## src/rtl/board_stream_tx.sv

```systemverilog
`default_nettype none
// ============================================================================
// board_stream_tx : snapshots the packed 16x16-bit board and streams one
//                   {tile index, log2 exponent} byte per tile over valid/ready.
// Option macro    : BOARD_STREAM_CSUM_EN appends an XOR-of-exponents record.
// Revision        : 1.0
// ============================================================================
module board_stream_tx (
   input  logic         clk,
   input  logic         rst_n,
   input  logic [0:255] board_in,
   input  logic         frame_req,
   output logic         out_valid,
   input  logic         out_ready,
   output logic [7:0]   out_data,
   output logic         out_last,
   output logic         out_csum,
   output logic         busy,
   output logic         bad_tile
);

   localparam logic [1:0] IDLE     = 2'd0;
   localparam logic [1:0] SEND     = 2'd1;
   localparam logic [1:0] WAIT_GAP = 2'd2;

   logic [1:0]   state_q,    state_d;
   logic [0:255] snap_q,     snap_d;
   logic [3:0]   cnt_q,      cnt_d;
   logic         pending_q,  pending_d;
   logic         bad_tile_q, bad_tile_d;
`ifdef BOARD_STREAM_CSUM_EN
   logic         csum_phase_q, csum_phase_d;
   logic [3:0]   exp_xor;
`endif

   logic [3:0]   tile_exp [16];
   logic [15:0]  tile_bad;
   logic         changed;
   logic         capture;
   logic         xfer;

   function automatic logic [3:0] log2_exp(input logic [15:0] v);
      logic [3:0] e;
      e = 4'd0;
      for (int k = 1; k < 16; k++) begin
         if (v == (16'd1 << k)) e = 4'(k);
      end
      return e;
   endfunction

   // 1 is a power of two but not a legal tile value
   function automatic logic is_bad(input logic [15:0] v);
      return (v == 16'd1) || ((v & (v - 16'd1)) != 16'd0);
   endfunction

   for (genvar i = 0; i < 16; i++) begin : g_tile
      assign tile_exp[i] = log2_exp(snap_q[i*16 +: 16]);
      assign tile_bad[i] = is_bad(board_in[i*16 +: 16]);
   end

`ifdef BOARD_STREAM_CSUM_EN
   always_comb begin
      exp_xor = 4'd0;
      for (int i = 0; i < 16; i++) exp_xor = exp_xor ^ tile_exp[i];
   end
`endif

   always_ff @(posedge clk) begin
      if (!rst_n) begin
         state_q      <= IDLE;
         snap_q       <= '0;
         cnt_q        <= 4'd0;
         pending_q    <= 1'b0;
         bad_tile_q   <= 1'b0;
`ifdef BOARD_STREAM_CSUM_EN
         csum_phase_q <= 1'b0;
`endif
      end else begin
         state_q      <= state_d;
         snap_q       <= snap_d;
         cnt_q        <= cnt_d;
         pending_q    <= pending_d;
         bad_tile_q   <= bad_tile_d;
`ifdef BOARD_STREAM_CSUM_EN
         csum_phase_q <= csum_phase_d;
`endif
      end
   end

   always_comb begin
      state_d      = state_q;
      snap_d       = snap_q;
      cnt_d        = cnt_q;
      pending_d    = pending_q;
      bad_tile_d   = bad_tile_q;
`ifdef BOARD_STREAM_CSUM_EN
      csum_phase_d = csum_phase_q;
`endif
      changed      = (board_in != snap_q) || frame_req;
      xfer         = (state_q == SEND) && out_ready;
      capture      = 1'b0;

      case (state_q)
         IDLE: begin
            if (changed || pending_q) capture = 1'b1;
         end
         SEND: begin
            if (changed) pending_d = 1'b1;
            if (xfer) begin
`ifdef BOARD_STREAM_CSUM_EN
               if (csum_phase_q) begin
                  csum_phase_d = 1'b0;
                  state_d      = WAIT_GAP;
               end else if (cnt_q == 4'd15) begin
                  csum_phase_d = 1'b1;
               end else begin
                  cnt_d = cnt_q + 4'd1;
               end
`else
               if (cnt_q == 4'd15) state_d = WAIT_GAP;
               else                cnt_d   = cnt_q + 4'd1;
`endif
            end
         end
         WAIT_GAP: begin
            cnt_d = 4'd0;
            // A request seen during the frame restarts right after the gap
            if (pending_q) begin
               capture = 1'b1;
            end else begin
               state_d   = IDLE;
               pending_d = changed;
            end
         end
         default: state_d = IDLE;
      endcase

      if (capture) begin
         snap_d       = board_in;
         cnt_d        = 4'd0;
         pending_d    = 1'b0;
         state_d      = SEND;
         bad_tile_d   = bad_tile_q | (|tile_bad);
`ifdef BOARD_STREAM_CSUM_EN
         csum_phase_d = 1'b0;
`endif
      end
   end

   always_comb begin
      out_valid = (state_q == SEND);
      busy      = (state_q != IDLE);
      bad_tile  = bad_tile_q;
      out_data  = 8'h00;
      out_last  = 1'b0;
      out_csum  = 1'b0;
      if (state_q == SEND) begin
         out_data = {cnt_q, tile_exp[cnt_q]};
`ifdef BOARD_STREAM_CSUM_EN
         if (csum_phase_q) begin
            out_data = {4'h0, exp_xor};
            out_last = 1'b1;
            out_csum = 1'b1;
         end
`else
         out_last = (cnt_q == 4'd15);
`endif
      end
   end

endmodule
`default_nettype wire

```

## config.mk

```make
export PLATFORM = sky130hd
export DESIGN_NAME = board_stream_tx
export DESIGN_NICKNAME = d
export VERILOG_FILES = /design/src/rtl/board_stream_tx.sv
export SDC_FILE = /design/constraint.sdc
export NUM_CORES = 1
export LEC_CHECK = 0
export ABC_AREA = 1
export CAP_MARGIN = 25
export CORE_ASPECT_RATIO = 0.7
export CORE_MARGIN = 8
export CORE_UTILIZATION = 52
export CTS_CLUSTER_SIZE = 40
export DETAILED_ROUTE_END_ITERATION = 10
export HOLD_SLACK_MARGIN = 0.1
export PLACE_DENSITY = 0.86
export RECOVER_POWER = 100
export SLEW_MARGIN = 20
export SYNTH_ARGS = -nofsm -noshare
export SYNTH_HDL_FRONTEND = slang
export SYNTH_SLANG_ARGS = --single-unit
```

## constraint.sdc

```tcl
create_clock -name clk -period 2.4 [get_ports clk]
set_input_delay 0.72 -clock clk [delete_from_list [all_inputs] [get_ports clk]]
set_output_delay 0.72 -clock clk [all_outputs]
set_load 0.1 [all_outputs]
```

==> results of run 1 <==
-- synth_stat cells (2+ instances only) --
library cell	instances	area, µm²
o21ai_1	25	125
a21oi_1	49	245
a41oi_1	2	17.5
nand3b_1	15	113
nor4_1	33	206
buf_6	25	282
nor2_1	1254	4710
nor3_1	152	761
buf_2	24	120
a31oi_1	4	25.0
inv_1	471	1770
and2_1	6	37.5
clkbuf_1	38	143
dfxtp_1	264	5290
nand2_1	895	3360
nor3b_1	8	60.1
o211ai_1	17	128
clkinv_1	4	15.0
buf_4	3	22.5
and3_1	7	43.8
a211oi_1	5	37.5
or2_2	10	62.6
o21ai_0	396	1980
xnor2_1	48	420
nand4_1	100	626
xor2_1	39	342
nand3_1	326	1630
o22ai_1	70	438
-- per-layer routing --
layer  overflow  GRT usage
met5        106      0.875
met4        420      0.796
met3        698      0.932
met2        901      0.981
met1        864      0.901
-- stage by stage --
| stage | setup WS (ns) | cells | setup TNS, ns | hold slack [ns] |
|---|---|---|---|---|
| after floorplan | -0.534 | 4302 | -4.96 | 0.454 |
| after global placement | -1.26 | 6052 | -326.63 | 0.465 |
| after detailed placement | -1.30 | 6052 | -326.83 | 0.483 |
| after CTS | -0.909 | 6200 | -92.24 | 0.496 |
-- logic make-up after synthesis --
family | after synthesis
AND/OR/NAND/NOR | 2810
adder cells (fa/ha/maj) | 1
flip-flops | 264
AO/OA/AOI/OAI | 572
XOR/XNOR | 87
other | 1
buffers and inverters | 567
-- what timing repair did --
item | CTS
buffers inserted | 60
setup endpoints to repair | 273
cloned | 37
pin swaps | 139
resized for setup | 575
hold buffers | 0
==> results.md, run 1 <==
- Seq/Total Area, Yosys: 0.229
- CTS H-Tree Depth: 1
- Area of the mapped netlist: approximately 23000 µm²
- Vias in the first global route: about 52000
- TritonCTS buffer count: 29
- Total GRT Usage: 0.915
- Chip height: between 150 and 200 µm
- Status: aborted with a tool error
- Compound-cell area share of the yosys netlist: 0.131
- I/O Buffers: 271
- Dominant synthesized flop cell: dfxtp_1
- Row cnt: 64
- Xor/xnor share of the synthesized area: 0.0330
- Grt ovf: between 2000 and 3000
- Post-synth EDFFs: 0
- Num ports: ~270
- Post-Synth Simple-Gate Area: 0.504
- Mapped Cells: 4302
- Placement-stage cell area: around 34000 µm²
- Exit stage: 5_1_grt
- Async set-reset flop share out of synthesis: 0
- Synth Net Count: ~4600
- First-pass GRT wire length: 356 mm
- Adder-cell share of the synthesized area: 0.000542
- Largest net degree at the start of global routing: 69
- Die Span X: around 270 µm
- Dpl hpwl: approximately 100 mm
- Post-synthesis mux area share: 0
- Largest family of logic cells by synthesized area: simple AND/OR/NAND/NOR gates
- Starting Density: 0.528
- CTS sink cnt: approximately 260
- Yosys warns: 0
- CTS root buffer: clkbuf_16
- Error: [ERROR GRT-0116] Global routing finished with congestion. Check the congestion regions in the DRC Viewer.
- Yosys reg bits: between 200 and 300
- Mapped Avg Cell Area: ~5.4 µm²
- Clk buf depth: 3
- GPL Wtd Cong: 1.24
- Post-synthesis cell type count: 40
==> inputs of run 2 (changes only) <==
--- a/config.mk
+++ b/config.mk
@@ -7,13 +7,10 @@
 export LEC_CHECK = 0
 export ABC_AREA = 1
 export CAP_MARGIN = 25
-export CORE_ASPECT_RATIO = 0.7
 export CORE_MARGIN = 8
-export CORE_UTILIZATION = 52
-export CTS_CLUSTER_SIZE = 40
+export CORE_UTILIZATION = 40
 export DETAILED_ROUTE_END_ITERATION = 10
-export HOLD_SLACK_MARGIN = 0.1
-export PLACE_DENSITY = 0.86
+export PLACE_DENSITY_LB_ADDON = 0.15
 export RECOVER_POWER = 100
 export SLEW_MARGIN = 20
 export SYNTH_ARGS = -nofsm -noshare
==> constraint.sdc (replaced) <==
create_clock -name clk -period 3.12 [get_ports clk]
set_input_delay 0.936 -clock clk [delete_from_list [all_inputs] [get_ports clk]]
set_output_delay 0.936 -clock clk [all_outputs]
set_load 0.1 [all_outputs]
==> run 2 against run 1 <==
The flow now finishes, with violations (setup timing); synthesized cell count stayed put; synthesized area unchanged.
==> results.md, run 2 <==
- CTS tree: done
- NumNets Final: roughly 5700
- Vias in the first global route: 31200
- DR iter-0 viols: 3361
- Mapped Avg Cell Area: 5.37 µm² (unchanged)
- Reg power frac: 0.289
- Post-synthesis cell type count: 40 (unchanged)
- Cell with the most instances after synthesis: nor2_1
- Die Span X: 256 µm (-4.3%)
- Final worst slack: -0.470 ns
- Fin Clk Skew: around 0.018 ns
- Crit path required time: about 2.2 ns
- RSZ-0062 raised after global routing: yes
- Clk slew on worst S/H paths: approximately 0.06 ns
- R2r startpoint: snap_q[128]
- Fin cells: 6243
- Antenna-violating nets left: 0
- Core Area: roughly 57000 µm²
- Top reg by flops: snap_q
- Synth cell count leaders: nor2_1, nand2_1, inv_1, o21ai_0, nand3_1
- Yosys reg bits: 264 (unchanged)
- Seq/Total Area, Yosys: 0.229 (unchanged)
- Sw Pwr: roughly 5 mW
- Synth top area cells: dfxtp_1, nor2_1, nand2_1, o21ai_0, inv_1
- DRC errors left: 0
- Max FFs per register: between 200 and 300
- Peak VDD IR: a little under 0.3 mV
- Slowest-stage cell, CP: dfxtp_1
- Leakage power: 18.2 nW
- Power Density: 362 nW/µm²
- TritonCTS buffer count: 36 (+24%)
- CTS root buffer: clkbuf_16
- Worst-Skew Late Latency: between 0.5 and 0.6 ns
- Top cell type's share of synthesized area: 0.229 (unchanged)
- Vias per std cell: 5.33
- Hold Fails Final Rpt: 0
- Total GRT Usage: 0.361
- Num ports: 273 (unchanged)
- Failing checks: setup timing
- Post-synth top area cell: dfxtp_1
- CTS sink cnt: 264 (unchanged)
- Final setup violation count: 6
- Hold Slack: between 0.4 and 0.5 ns
- Via count: 33300
- Initial antenna violation count: 6
- Grt ovf: 0
- Final core occ: 0.645
- Tmin final: 3.59 ns
- Dpl hpwl: 102 mm (+4.7%)
- Async set-reset flop share out of synthesis: 0 (unchanged)
- Yosys warns: 0 (unchanged)
- Pwr Total: about 13 mW
- Share of layout cells above drive strength 1: 0.257
- Dominant synthesized flop cell: dfxtp_1
- CP Cell Sequence: nor2_2 -> nand2_1 -> nor2_2 -> buf_4 -> nand2_1 -> o21ai_2 -> nor2_1 -> nand4_1 -> nand3_2 -> nand3_4 -> nand3_4 -> a21oi_4 -> buf_12
- Sw Ratio: 0.377
- Critical path startpoint category: flip-flop
- Status: complete, but fails checks
- Area of the mapped netlist: 23100 µm² (unchanged)
- Area Growth Syn to Fin: 60.3%
- Pint: about 8.3 mW
- F_max: roughly 0.28 GHz
- Largest net degree at the start of global routing: 83
- CTS H-Tree Depth: 2 (+1)
- Post-synth EDFFs: 0 (unchanged)
- Crit path DAT: ~2.7 ns
- Design Area, Final: ~37000 µm²
- Slew @ Worst Pin: between 0.7 and 0.8 ns
- Max cap viols: 0
- Slew Limit Headroom: 0.493
- Clk buf depth: 3 (unchanged)
- DRT Wirelength: between 100 and 150 mm
- Commonest non-fill, non-tap cell in the layout: nor2_1
- Leading registers by flop count: snap_q: 256 flops, cnt_q: 4 flops, state_q: 2 flops
- Chip height: 256 µm (+33%)
- Mapped Cells: 4302 (unchanged)
- Worst-path maximum fanout: 3
- Max Slew Vio Count: 0
- Final period util: 1.15
- Hold Buf Count CTS: 0 (unchanged)
- Row cnt: 88 (+38%)
- Worst hold path type: reg2reg
- First-pass GRT wire length: 184 mm
- Endpoint class of the critical path: primary output
- Setup TNS: -1.80 ns
- I/O Buffers: 271 (unchanged)
- Worst Setup Slack post-DPL: -0.739 ns (+0.560 ns)
- Placement-stage cell area: 33300 µm² (-2.2%)
- GPL Wtd Cong: 1.09 (-13%)
- Mean routed wirelength per cell: between 20 and 25 µm
- Synth Net Count: 4563 (unchanged)
- CP max stage delay: 0.32 ns
- Die area: 65700 µm²
- Clock Power Share: 0.308
- Starting Density: 0.403 (-0.126)
- Comb power frac: 0.403
- Worst Setup SP: snap_q[160]
- CP Class: reg2out
- Most frequent cells in the layout: nor2_1, buf_4, nand2_1
- Hold Startpoint: snap_q[202]
- Drt pass-1 iters: 6
- Placed Cells: 6129 (+1.3%)
==> run 2: cell counts after synthesis <==
Identical to the previous run, type by type.
==> run 2: final cells by class <==
type                       instances  area, µm²
fill                            5539      20400
multi-input combinational       3472      17100
timing repair buffer            1206      10700
sequential                       264       5300
inverter                         476       1840
clock buffer                      48       1040
tap                              765        957
clock inverter                     9       78.8
antenna                            3       7.51
==> run 2: critical path: cells and delay by family (launching register included) <==
family                 cells  cell delay (ns)
and+or+nand+nor            9             1.02
DFF                        1             0.32
buffers and inverters      2             0.35
AOI/OAI and AO/OA          2             0.38
==> run 2: path summary, 6_finish.rpt <==
check / end / slack, ns / depth (start not counted)
worst max-delay path: out_data[1] / -0.47 / 13
worst min-delay path: snap_q[202] / 0.49 / 2
worst max register to register: snap_q[138] / 0.13 / 21
worst min register to register: snap_q[202] / 0.49 / 2
==> run 2: per-layer routing <==
layer,track usage,routed length [µm]
met5,0,16
met4,0.225,9780
met3,0.0715,12200
met2,0.578,55700
met1,0.441,50000
==> run 2: kinds of logic (layout without fill, tap and decap cells) <==
logic type,Yosys count,count (layout),share of synthesized area
and+or+nand+nor,2810,2811,0.504
AOI/OAI and AO/OA,572,572,0.131
buffers and inverters,567,1739,0.102
DFF,264,264,0.229
xor gates and xnor gates,87,87,0.0330
adders and majority gates,1,1,0.000542
other,1,4,0.000162
==> run 2: power by group through the flow <==
stage / logic, mW / registers, mW / clock network [mW]
after floorplan: 1.91 / 3.98 / 0
final: 5.40 / 3.87 / 4.12
after detailed placement: 4.79 / 3.90 / 0
after global routing: 5.75 / 3.89 / 4.24
after global placement: 4.77 / 3.89 / 0
after CTS: 4.99 / 3.84 / 4.13
==> run 2: timing repair <==
| action | 4_1_cts | 5_1_grt |
|---|---|---|
| endpoints found under the setup margin | 263 | 269 |
| pin swaps | 77 | 118 |
| cloned | 3 | 10 |
| setup buffers | 19 | 24 |
| gates resized for setup | 238 | 401 |
Note: power is estimated with default switching activity, not from simulation.
